File: config.mk
export PLATFORM = sky130hd
export DESIGN_NAME = video_udp_packer
export DESIGN_NICKNAME = d
export VERILOG_FILES = /design/src/rtl/video_udp_pkg.sv /design/src/rtl/video_gear_10to8.sv /design/src/rtl/video_udp_packer.sv
export SDC_FILE = /design/constraint.sdc
export NUM_CORES = 1
export LEC_CHECK = 0
export ABC_CLOCK_PERIOD_IN_PS = 7500
export CAP_MARGIN = 25
export CELL_PAD_IN_SITES_DETAIL_PLACEMENT = 1
export CELL_PAD_IN_SITES_GLOBAL_PLACEMENT = 2
export CORE_MARGIN = 2
export CORE_UTILIZATION = 39
export DETAILED_ROUTE_END_ITERATION = 7
export HOLD_SLACK_MARGIN = 0.03
export PLACE_DENSITY_LB_ADDON = 0.08
export SYNTH_ARGS = -nofsm -noshare
export SYNTH_HDL_FRONTEND = slang
export SYNTH_SLANG_ARGS = --single-unit
File: constraint.sdc
create_clock -name video_rd_clk -period 7.5 [get_ports video_rd_clk]
set_input_delay 2.25 -clock video_rd_clk [delete_from_list [all_inputs] [get_ports video_rd_clk]]
set_output_delay 2.25 -clock video_rd_clk [all_outputs]
set_load 0.05 [all_outputs]
File: src/rtl/video_udp_pkg.sv
// Shared types and constants for the video FIFO -> UDP byte packer.
// Header layout: frame seq (LE), then packet seq (LE).
package video_udp_pkg;

    typedef enum logic [2:0] {
        ST_IDLE,
        ST_WAIT,
        ST_START,
        ST_HDR,
        ST_PAY,
        ST_DONE
    } state_t;

    localparam int HDR_BYTES = 4;

    function automatic int pkt_bytes(input int words);
        return HDR_BYTES + words * 5 / 4;
    endfunction

    function automatic logic [7:0] hdr_byte(input logic [1:0] idx, input logic [15:0] frm,
                                            input logic [15:0] pkt);
        case (idx)
            2'd0:    return frm[7:0];
            2'd1:    return frm[15:8];
            2'd2:    return pkt[7:0];
            default: return pkt[15:8];
        endcase
    endfunction

endpackage

File: src/rtl/video_gear_10to8.sv
// 10-bit word -> byte gearbox: read issued one cycle before the word lands, one byte/cycle out.
// Output byte held while ready is low; reads throttle so the 48-bit accumulator never overflows.
module video_gear_10to8 (
    input  logic        clk,
    input  logic        rst_n,
    input  logic        enable,
    input  logic [15:0] words_left,
    input  logic [9:0]  din,
    output logic        rd_en,
    output logic [7:0]  dout,
    output logic        valid,
    input  logic        ready
);
    import video_udp_pkg::*;

    logic [47:0] acc;
    logic [5:0]  cnt;
    logic [5:0]  base;
    logic        inflight;
    logic        accept;

    assign valid  = enable && (cnt >= 6'd8);
    assign accept = valid && ready;
    assign dout   = acc[7:0];

    // Reserve room for the word already in flight plus the one about to be requested.
    assign rd_en = enable && (words_left != 16'd0)
                   && (({1'b0, cnt} + (inflight ? 7'd20 : 7'd10)) <= 7'd48);

    assign base = accept ? (cnt - 6'd8) : cnt;

    always_ff @(posedge clk) begin
        if (!rst_n || !enable) begin
            acc      <= '0;
            cnt      <= '0;
            inflight <= 1'b0;
        end else begin
            inflight <= rd_en;
            acc      <= (accept ? (acc >> 8) : acc)
                        | (inflight ? ({38'd0, din} << base) : 48'd0);
            cnt      <= base + (inflight ? 6'd10 : 6'd0);
        end
    end

endmodule

File: src/rtl/video_udp_packer.sv
// Video FIFO -> UDP byte stream: 4-byte seq header then PKT_WORDS*5/4 packed payload bytes; stalls only on udp_tx_ready.
// VIDEO_PACKER_TEST_PATTERN_EN replaces FIFO data with an internal word counter and ignores video_rd_rdy.
module video_udp_packer #(
    parameter int PKT_WORDS     = 1024,
    parameter int PKT_PER_FRAME = 1800
) (
    input  logic        video_rd_clk,
    input  logic        rst_n,
    input  logic        video_rd_rdy,
    output logic        video_rd_en,
    input  logic [9:0]  video_rd_data,
    output logic        udp_tx_start,
    output logic [15:0] udp_tx_byte_num,
    output logic [7:0]  udp_tx_data,
    output logic        udp_tx_valid,
    input  logic        udp_tx_ready,
    output logic        udp_tx_last,
    input  logic        udp_tx_done
);
    import video_udp_pkg::*;

    localparam logic [15:0] PKT_BYTES = 16'(pkt_bytes(PKT_WORDS));
    localparam logic [15:0] PAY_BYTES = 16'(PKT_WORDS * 5 / 4);

    state_t      state, state_nxt;
    logic [1:0]  hdr_idx;
    logic [15:0] words_left, bytes_left, pkt_seq, frm_seq;
    logic        g_rd_en, g_vld, go;
    logic [7:0]  g_dat;
    logic [9:0]  word;

`ifdef VIDEO_PACKER_TEST_PATTERN_EN
    logic [9:0] tp_cnt;
    logic       tp_land;
    logic       unused_fifo;

    always_ff @(posedge video_rd_clk) begin
        if (!rst_n) begin
            tp_cnt  <= '0;
            tp_land <= 1'b0;
        end else begin
            tp_land <= g_rd_en;
            if (tp_land) tp_cnt <= tp_cnt + 10'd1;
        end
    end

    assign word        = tp_cnt;
    assign go          = 1'b1;
    assign video_rd_en = 1'b0;
    assign unused_fifo = ^{video_rd_rdy, video_rd_data};
`else
    assign word        = video_rd_data;
    assign go          = video_rd_rdy;
    assign video_rd_en = g_rd_en;
`endif

    video_gear_10to8 u_gear (
        .clk        (video_rd_clk),
        .rst_n      (rst_n),
        .enable     (state == ST_PAY),
        .words_left (words_left),
        .din        (word),
        .rd_en      (g_rd_en),
        .dout       (g_dat),
        .valid      (g_vld),
        .ready      (udp_tx_ready)
    );

    always_ff @(posedge video_rd_clk) begin
        if (!rst_n) state <= ST_IDLE;
        else        state <= state_nxt;
    end

    always_comb begin
        state_nxt    = state;
        udp_tx_start = 1'b0;
        udp_tx_valid = 1'b0;
        udp_tx_data  = 8'd0;
        udp_tx_last  = 1'b0;
        case (state)
            ST_IDLE:  state_nxt = ST_WAIT;
            ST_WAIT:  if (go) state_nxt = ST_START;
            ST_START: begin
                udp_tx_start = 1'b1;
                state_nxt    = ST_HDR;
            end
            ST_HDR: begin
                udp_tx_valid = 1'b1;
                udp_tx_data  = hdr_byte(hdr_idx, frm_seq, pkt_seq);
                if (udp_tx_ready && hdr_idx == 2'(HDR_BYTES - 1)) state_nxt = ST_PAY;
            end
            ST_PAY: begin
                udp_tx_valid = g_vld;
                udp_tx_data  = g_dat;
                udp_tx_last  = g_vld && (bytes_left == 16'd1);
                if (udp_tx_last && udp_tx_ready) state_nxt = ST_DONE;
            end
            ST_DONE:  if (udp_tx_done) state_nxt = ST_WAIT;
            default:  state_nxt = ST_IDLE;
        endcase
    end

    always_ff @(posedge video_rd_clk) begin
        if (!rst_n) begin
            udp_tx_byte_num <= '0;
            hdr_idx         <= '0;
            words_left      <= '0;
            bytes_left      <= '0;
            pkt_seq         <= '0;
            frm_seq         <= '0;
        end else begin
            udp_tx_byte_num <= PKT_BYTES;
            case (state)
                ST_START: begin
                    hdr_idx    <= '0;
                    words_left <= 16'(PKT_WORDS);
                    bytes_left <= PAY_BYTES;
                end
                ST_HDR: if (udp_tx_ready) hdr_idx <= hdr_idx + 2'd1;
                ST_PAY: begin
                    if (g_rd_en) words_left <= words_left - 16'd1;
                    if (g_vld && udp_tx_ready) bytes_left <= bytes_left - 16'd1;
                end
                ST_DONE: if (udp_tx_done) begin
                    if (pkt_seq == 16'(PKT_PER_FRAME - 1)) begin
                        pkt_seq <= '0;
                        frm_seq <= frm_seq + 16'd1;
                    end else begin
                        pkt_seq <= pkt_seq + 16'd1;
                    end
                end
                default: ;
            endcase
        end
    end

endmodule

# == Word-level counts from Yosys, hierarchy flattened ==
# Cells that the tools add are included.
# word_totals
latchBits,0
output_inout_bits,28
ram_bits,0
n_memories,0
input_bits,15
register_bits,140
rom_bits,0
# op_classes
reduce_logical,21
div,0
n_bitwise,1
muxes,23
eq_ne,17
n_mul,0
n_addsub,8
order_cmp,2
n_shift,1
# op_table
cell,count
$mux 48,2
$pmux 16 s2,2
$mux 16,3
$or 48x48->48,1
$shl 10x6->48,1
$add 16x1->16 const B,2
$sub 16x1->16 const B,2
$pmux 8 s3,1
$pmux 3 s6,1
$eq 16x1->1 const B,1
$eq 16x11->1 const B,1
$pmux 8 s2,1
$reduce_bool 16->1,1
$ne 2x2->1 const B,7
$mux 3,4
$mux 11,1
$reduce_and 2->1,4
$add 6x7->7,1
$le 7x6->1 const B,1
$logic_and 1x1->1,7
$add 6x6->6,1
$eq 3x2->1 const B,2
$eq 3x3->1 const B,2
$ge 6x4->1 const B,1
19 further kinds,23

# == Longest topological paths before layout ==
# Gate-level depths: netlist (run 1).
# logic_depth
word_depth,7
mapped_depth,13

# == By module ==
# Synthesis (run 1) repeated with hierarchy kept, for this count alone.
# unflattened
hier_cells,848
hier_area_um2,7028.0
# by_module_without_submodules
mod,area_per_inst_um2,n_inst,cells_per_inst,seq_area_each_um2
video_udp_packer,3881.2,1,468,1401.3
video_gear_10to8,3146.8,1,380,1081.0

# == Worst setup path before layout (run 1) ==
# No wires, ideal clock.
# synth_timing
path_kind,register to output
start,reg u_gear.inflight
end,out video_rd_en
path_buffers,3
path_stages_with_launch,12
arrival_time_ps,2284
slack_ps,2966
required_ps,5250
cell_sequence,dfxtp_1 -> clkbuf_1 -> inv_1 -> ha_1 -> fa_1 -> xor2_1 -> nor3_1 -> nor3_1 -> a21bo_1 -> buf_6 -> inv_6 -> buf_8
# synth_via
elab_chain_len,4
# synth_lines
item,line,rtl
from (decl),video_gear_10to8.sv:19,logic inflight;
from (signal assigned),video_gear_10to8.sv:38,inflight <= rd_en;
$mux 5,video_gear_10to8.sv:28,"&& (({1'b0, cnt} + (inflight ? 7'd20 : 7'd10)) <= 7'd48);"
$add 6x7->7,video_gear_10to8.sv:28,
$le 7x6->1,video_gear_10to8.sv:28,
$logic_and 1x1->1,video_gear_10to8.sv:28,
to (decl),video_udp_packer.sv:10,"output logic video_rd_en,"
# No other way between the ends.

# == Final worst setup path (run 1) ==
# Same ends and word-level chain as after synthesis.

==> flow_metrics.tcl, run 1 <==
set metrics [dict create \
    routed_via_density 5.611 \
    die_width_um 135.8 \
    die-area_sq_um 18430 \
    status "complete, no violations" \
    timing.setup.tns_ps 0 \
    postSynth.asyncResetShare_pct 0 \
    finalCritPeriodShare_pct 79.13 \
    dr.pass1.iters 5 \
    slew_headroom_pct 32.15 \
    peakVddDrop_uv 161.4 \
    synth_top_family_by_area "simple AND/OR/NAND/NOR gates" \
    met1_usage_pct 28.56 \
    yosysUniqueCellTypes 69 \
    synthToLayoutAreaGrowth_pct 14.25 \
    postCtsResizedCells 0 \
    tightestPinTransition_ps 1013 \
    grtUsageMet2_pct 36.87 \
    grt_first_pass_wirelength_mm 32.10 \
    r2r_cells 6 \
    post-synth-top-area-fraction_pct 36.66 \
    synth_compound_area_share_pct 18.29 \
    initial_utilization_pct 39.56 \
    grt_usage_pct 22.19 \
    fin_crit_ps 5934 \
    dominantRegCellSynth "dfxtp_1" \
    path_cells "inv_1 -> ha_1 -> fa_1 -> xor2_1 -> nor3_1 -> nor3_1 -> a21bo_1 -> inv_6 -> clkdlybuf4s50_1" \
    drv_slew 0 \
    route.vias.total 5953 \
    cp_top_family "buffers and inverters" \
    die_y_um 135.8 \
    power_mw 1.631 \
    ys_ff_latch 124 \
    antennaDiodeCount 0 \
    multi_input_area_sq_um 3944 \
    start_kind "flip-flop" \
    wl_per_cell_um 18.23 \
    fill_cells 2032 \
    hpwl_mm 13.81 \
    num-nets-final 858 \
    finalHoldViolCount 0 \
    final_cell_mix "124 x nand2_1, 124 x dfxtp_1, 55 x nor2_1" \
    ant_nets 0 \
    fmax_mhz 168.5 \
    synth-simple-area-share_pct 23.60 \
    syn_avg_cell_area_sq_um 8.298 \
    cp_max_fo 15 \
    drive_above_1_share_pct 7.775 \
    max_stage_delay_ps 820 \
    grt_max_degree 48 \
    io_buffer_count 29 \
    yosys_warnings 0 \
    boundaryPins 43 \
    grt.busiest_layer "met2" \
    worstHoldPathType "reg -> reg" \
    postCtsSetupBuffers 0 \
    cts_buffers 17 \
    cts_tree "done" \
    clock_skew_ps 7.465 \
    synth_cells 816 \
    wirelength_mm 19.34 \
    setup_viol 0 \
    drt_iter0_drc 256 \
    regArea_sq_um 2482 \
    routabilityCongestion 0.7884 \
    cts_htree_levels 4 \
    synthMuxAreaShare_pct 6.098 \
    power_density_nw_per_um2 210.8 \
    postCtsHoldBufs 0 \
    synth_edf_count 0 \
    critPathBufInv 3 \
    num_rows 48 \
    rsz0062_at_grt "no" \
    syn_area_sq_um 6771 \
    synth_area_leaders "dfxtp_1 37%, nand2_1 6.9%, mux2i_1 4.4%, ha_1 3.5%, o21ai_0 3.2%" \
    drc_errors 0 \
    yosysTopAreaCell "dfxtp_1" \
    clockRootBuffer "clkbuf_16" \
    drv_cap 0 \
    synth_fa_ha_area_share_pct 4.102 \
    cp.depth 9 \
    grt.overflow.total 0 \
    antenna_found_initial 0 \
    synth_xor_area_share_pct 5.303 \
    use_met3_pct 4.602 \
    clkLatencyLatePin_ps 430 \
    clk_pin_slew_ps 60 \
    core-area_sq_um 17120 \
    crit_path_end_kind "output pin" \
    path_common_cell "nor3_1" \
    hold_path_depth 1 \
    slowest_stage "clkdlybuf4s50_1" \
    crit_type "reg -> out" \
    ys_seq_area_share_pct 36.66 \
    numClockSinks 124 \
    cp.arrival_ps 3680 \
    cp.required_ps 5250 \
    cts_max_path_buffers 2 \
    first_global_vias 6128 \
    p_leak_nw 2.857 \
]
registers in the layout (all words and copies together) (netlist names):
register / flops
frm_seq: 16
u_gear.cnt: 5
words_left: 16
hdr_idx: 2
udp_tx_byte_num: 1
u_gear.acc: 48
u_gear.inflight: 1
bytes_left: 16
pkt_seq: 16
state: 3
metal layers:
layer / vias to the layer above / wire, um
li1: 2912 / -
met1: 2928 / 9139
met2: 85 / 9281
met3: 28 / 550
met4: 0 / 369
met5: - / 0
per-stage QoR:
step           area, sq um  cells  setup WS (ps)  utilization, %  hold WS [ps]
3_3_place_gp          7108   1027           2148           41.53         432.8
2_1_floorplan         6817    828           2966               -         424.9
3_5_place_dp          7108   1027           1998           41.53         446.3
6_report              7736   1061           1566           45.20         450.6
4_1_cts               7724   1059           1552           45.12         454.6
5_1_grt               7736   1061           1337           45.20         473.8
cell families after synthesis:
kind of cell / Yosys count
adder cells (fa/ha/maj): 22
other: 1
flip-flops: 124
multiplexers: 40
XOR/XNOR: 41
AND/OR/NAND/NOR: 324
buffers and inverters: 79
AO/OA/AOI/OAI: 185
final cells by class:
class / count / area share, %
Clock buffer: 19 / 5.725
Clock inverter: 13 / 2.232
Inverter: 20 / 1.035
Multi-Input combinational cell: 625 / 50.98
Sequential cell: 124 / 32.09
Tap cell: 225 / 3.639
Timing Repair Buffer: 35 / 4.302
final timing paths:
path / from / to / slack [ps]
setup / recovery: u_gear.inflight$_SDFF_PP0_ / video_rd_en / 1570
hold / removal: words_left[12]$_SDFFE_PN0P_ / words_left[12]$_SDFFE_PN0P_ / 450
setup reg to reg: state[2]$_SDFFE_PN0P_ / u_gear.acc[45]$_SDFF_PP0_ / 4290
hold reg to reg: words_left[12]$_SDFFE_PN0P_ / words_left[12]$_SDFFE_PN0P_ / 450
power by group:
group          leakage, nW  switching (mW)  internal [mW]
clock network        0.298           0.309          0.560
logic                 1.56          0.0589         0.0297
registers             1.00         0.00821          0.665
total                 2.86           0.376           1.25
Yosys cell counts, drive strengths merged, types with 20 or more instances:
cell type  count
xnor2         21
nor2          55
o22ai         22
inv           20
nand2        125
clkbuf        32
o21ai         46
buf           27
a21oi         40
mux2i         30
nor3          22
xor2          20
dfxtp        124
worst reg2reg max path, stage by stage (launching register included):
cell and delay (ps):
dfxtp_1 540, nor3b_2 890, nand2_2 350, buf_4 390
nor2_1 730, nand2_1 120, o21ai_0 110
(Power assumes the default switching activity.)
==> inputs of run 2 (changes only) <==
- ABC_CLOCK_PERIOD_IN_PS: 7500 -> 4900
- CORE_UTILIZATION: 39 -> 33
- clock period: 7.5 -> 4.9 ns (I/O delays scaled with it)
==> flow_metrics.tcl, run 2 (same netlist as run 1, synthesis figures left out) <==
set metrics [dict create \
    io_buffer_count 29 \
    first_global_vias 6160 \
    dr.pass1.iters 5 \
    cts_max_path_buffers 2 \
    hold_slack_ps 451.6 \
    cts_tree "done" \
    grt.overflow.total 0 \
    largest-register "u_gear.acc" \
    grt_usage_pct 19.07 \
    core-area_sq_um 20170 \
    fin_crit_ps 4683 \
    final_cell_mix "124 x nand2_1, 124 x dfxtp_1, 55 x nor2_1" \
    cp.required_ps 3430 \
    power_mw 2.455 \
    status "complete, no violations" \
    die_y_um 147.2 \
    wirelength_mm 20.03 \
    postCtsResizedCells 0 \
    rsz0062_at_grt "no" \
    cp_max_fo 15 \
    route.vias.total 5947 \
    slew_headroom_pct 40.92 \
    postCtsSetupBuffers 0 \
    timing.setup.tns_ps 0 \
    clock_skew_ps 5.383 \
    clockRootBuffer "clkbuf_16" \
    peakVddDrop_uv 211.1 \
    hpwl_mm 14.48 \
    fmax_mhz 213.5 \
    clk_pin_slew_ps 60 \
    setup_viol 0 \
    drv_slew 0 \
    tightestPinTransition_ps 884.0 \
    synthToLayoutAreaGrowth_pct 15.35 \
    num_rows 52 \
    routabilityCongestion 0.7810 \
    grt_max_degree 41 \
    largest_reg_flops 48 \
    crit_path_end_kind "output pin" \
    numClockSinks 124 \
    finalHoldViolCount 0 \
    drv_cap 0 \
    finalCritPeriodShare_pct 95.57 \
    power_density_nw_per_um2 314.3 \
    boundaryPins 43 \
    wl_per_cell_um 18.04 \
    cts_htree_levels 4 \
    start_kind "flip-flop" \
    antenna_found_initial 0 \
    clkLatencyLatePin_ps 410 \
    cts_buffers 17 \
    num-nets-final 863 \
    postCtsHoldBufs 0 \
    die_width_um 147.2 \
    drt_iter0_drc 270 \
    utilization_pct 38.73 \
    ant_nets 0 \
    initial_utilization_pct 33.57 \
    grt_first_pass_wirelength_mm 32.87 \
    p_leak_nw 2.878 \
    drc_errors 0 \
    worstHoldPathType "reg -> reg" \
    cp.arrival_ps 3210 \
    antennaDiodeCount 0 \
    die-area_sq_um 21680 \
    fill_cells 2408 \
    crit_type "reg -> out" \
    drive_above_1_share_pct 7.976 \
    routed_via_density 5.358 \
]
## run 2: metrics by stage
| step | setup slack, ps | cell area (sq um) | cells |
|---|---|---|---|
| final | 217.2 | 7811 | 1110 |
| after global routing | 9.413 | 7811 | 1110 |
| after CTS | 93.17 | 7811 | 1110 |
| after detailed placement | 568.1 | 7217 | 1079 |
| after global placement | 683.6 | 7217 | 1079 |
| after floorplan | 1146 | 6817 | 828 |
## run 2: worst paths after layout
kind / end / slack, ps / cells after the start / start
max: video_rd_en / 220 / 9 / u_gear.inflight$_SDFF_PP0_
min: words_left[12]$_SDFFE_PN0P_ / 450 / 1 / words_left[12]$_SDFFE_PN0P_
max reg2reg: u_gear.acc[46]$_SDFF_PP0_ / 2200 / 6 / u_gear.cnt[3]$_SDFF_PP0_
min reg2reg: words_left[12]$_SDFFE_PN0P_ / 450 / 1 / words_left[12]$_SDFFE_PN0P_
## run 2: layout make-up
cell class                      count  area, sq um  area share [%]
Tap cell                          270        337.8           4.325
Timing Repair Buffer               40        372.9           4.773
Sequential cell                   124         2482           31.78
Clock inverter                      7        112.6           1.442
Clock buffer                       24        481.7           6.167
Multi-Input combinational cell    625         3944           50.49
Inverter                           20        80.08           1.025
## run 2: per-layer routing
metal  wire length [um]  share of wire, %  up-vias  global-route usage (%)
li1                   -                 -     2929                       -
met5                  0                 0        -                       0
met1               9607                48     2920                   24.81
met2               9658                48       80                   32.24
met4                260               1.3        0                   5.337
met3                500               2.5       18                   3.727
## run 2: power by group
group / leakage (nW) / switching [mW] / total (mW) / internal [mW]
registers: 1.00 / 0.0127 / 1.03 / 1.02
logic: 1.59 / 0.0887 / 0.134 / 0.0455
clock network: 0.290 / 0.455 / 1.29 / 0.836
total: 2.88 / 0.556 / 2.45 / 1.90
## run 2: critical path, stage by stage, from the launching register on
cell	delay [ps]
dfxtp_1	320
inv_1	100
ha_1	260
fa_1	430
xor2_1	170
nor3_1	170
nor3_1	110
a21bo_2	290
inv_6	140
clkdlybuf4s50_1	810
==> inputs of run 3 (changes only) <==
- ABC_CLOCK_PERIOD_IN_PS: 4900 -> 4100
- clock period: 4.9 -> 4.1 ns (I/O delays scaled with it)
==> flow_metrics.tcl, run 3 (same netlist as run 1, synthesis figures left out) <==
set metrics [dict create \
    status "complete, no violations" \
    cp_top_family "compound AO/OA/AOI/OAI gates" \
    cts_buffers 17 \
    fin_cells 1116 \
    finalHoldViolCount 0 \
    hold_path_depth 2 \
    cts_htree_levels 4 \
    fin_crit_ps 3935 \
    fill_cells 2384 \
    grt.overflow.total 0 \
    antennaDiodeCount 0 \
    place_inst 1085 \
    cts_max_path_buffers 2 \
    routabilityCongestion 0.8003 \
    hpwl_mm 14.14 \
    synthToLayoutAreaGrowth_pct 15.71 \
    ant_nets 0 \
    power_mw 2.870 \
    largest-register "u_gear.acc" \
    io_buffer_count 29 \
    routed_via_density 5.253 \
    first_global_vias 6020 \
    setup_viol 0 \
    route.vias.total 5862 \
    postCtsHoldBufs 0 \
    r2r_slack_ps 930 \
    wl_per_cell_um 17.57 \
    numClockSinks 124 \
    cp_max_fo 8 \
    grt_max_degree 41 \
    peakVddDrop_uv 224.4 \
    critPathBufInv 2 \
    cts_tree "done" \
    max_stage_delay_ps 700 \
    r2r_cells 6 \
    die-area_sq_um 21680 \
    cp.arrival_ps 2700 \
    rsz0062_at_grt "no" \
    wirelength_mm 19.61 \
    drv_cap 0 \
    num_rows 52 \
    clockRootBuffer "clkbuf_16" \
    grt_usage_pct 18.44 \
    drt_iter0_drc 252 \
    fmax_mhz 254.1 \
    dr.pass1.iters 5 \
    cp.required_ps 2870 \
    reg2reg_from "state[2]$_SDFFE_PN0P_" \
    boundaryPins 43 \
    clock_skew_ps 11.00 \
    crit_path_end_kind "output pin" \
    path_cells "inv_1 -> ha_1 -> a222oi_1 -> o21ai_0 -> a22o_1 -> clkdlybuf4s50_1" \
    drive_above_1_share_pct 8.629 \
    clk_pin_slew_ps 60 \
    post-place-ws_ps 360.1 \
    hold-path-endpoint "u_gear.acc[43]$_SDFF_PP0_" \
    min_from "u_gear.acc[43]$_SDFF_PP0_" \
    timing.setup.tns_ps 0 \
    worstHoldPathType "reg -> reg" \
    antenna_found_initial 0 \
    finalCritPeriodShare_pct 95.97 \
    p_leak_nw 3.023 \
    largest_reg_flops 48 \
    die_y_um 147.2 \
    num-nets-final 869 \
    crit_type "reg -> out" \
    clkLatencyLatePin_ps 410 \
    r2r_end "u_gear.acc[18]$_SDFF_PP0_" \
    power_density_nw_per_um2 366.3 \
    initial_utilization_pct 33.57 \
    core-area_sq_um 20170 \
    final_cell_mix "124 x nand2_1, 124 x dfxtp_1, 55 x nor2_1" \
    drv_slew 0 \
    grt_first_pass_wirelength_mm 32.05 \
    slowest_stage "clkdlybuf4s50_1" \
    drc_errors 0 \
    die_width_um 147.2 \
    tightestPinTransition_ps 1053 \
    slew_headroom_pct 29.29 \
    start_kind "flip-flop" \
    post-route-worst-setup-slack_ps 165.2 \
    utilization_pct 38.85 \
]
run 3: cell count changes in the layout (fill, tap and decap cells not counted):
cell / before / now
dlygate4sd2_1: 0 / 1
clkinvlp_4: 1 / 2
buf_4: 11 / 19
a21bo_2: 1 / 0
dlymetal6s2s_1: 0 / 7
clkbuf_8: 3 / 2
a21bo_1: 0 / 1
bufinv_16: 3 / 2
clkbuf_1: 4 / 5
clkdlybuf4s50_1: 29 / 19
run 3: area by class of cell:
cell class                      instances  area, sq um  area share (%)
Tap cell                              270        337.8           4.312
Clock inverter                          7        90.09           1.150
Timing Repair Buffer                   46        429.2           5.477
Multi-Input combinational cell        625         3944           50.34
Sequential cell                       124         2482           31.68
Inverter                               20        80.08           1.022
Clock buffer                           24        471.7           6.020
run 3: how the worst max path moves through the flow:
stage,from,end,depth (start not counted)
2_1_floorplan,u_gear.inflight$_SDFF_PP0_,video_rd_en,11
3_3_place_gp,udp_tx_ready,u_gear.acc[23]$_SDFF_PP0_,6
3_5_place_dp,udp_tx_ready,u_gear.acc[18]$_SDFF_PP0_,6
4_1_cts,hdr_idx[0]$_SDFFE_PN0P_,udp_tx_data[2],6
5_1_grt,hdr_idx[1]$_SDFFE_PN0P_,udp_tx_data[3],6
6_report,hdr_idx[1]$_SDFFE_PN0P_,udp_tx_data[3],6
run 3: worst register-to-register path, cell delays in order, from the launching register on:
cell and delay (ps):
dfxtp_1 540, nor3b_2 660, buf_4 270, and2_1 360
nand3_1 180, nor3_1 830, a221o_1 280
run 3: power by group:
group | switching, mW | leakage [nW] | internal (mW)
Clock | 0.554 | 0.270 | 0.921
Combinational | 0.107 | 1.75 | 0.0559
Sequential | 0.0151 | 1.00 | 1.22
run 3: per-layer routing:
metal	wire length [um]	vias up	GRT usage, %	part of all wire (%)
li1	-	2925	-	-
met1	9590	2847	24.54	49
met2	9195	78	30.70	47
met3	567	12	3.509	2.9
met4	252	0	4.904	1.3
met5	0	-	0	0
run 3: repair_timing:
action | 4_1_cts | 5_1_grt
endpoints found under the setup margin | 1 | 7
setup buffers | 0 | 0
resized for setup | 1 | 7
hold endpoints to repair | 0 | 0
run 3: through the flow:
| step | cell area (sq um) | hold slack, ps |
|---|---|---|
| 6_report | 7835 | 460.5 |
| 5_1_grt | 7835 | 481.5 |
| 4_1_cts | 7818 | 463.3 |
| 3_5_place_dp | 7257 | 448.3 |
| 3_3_place_gp | 7257 | 435.8 |
| 2_1_floorplan | 6817 | 424.9 |
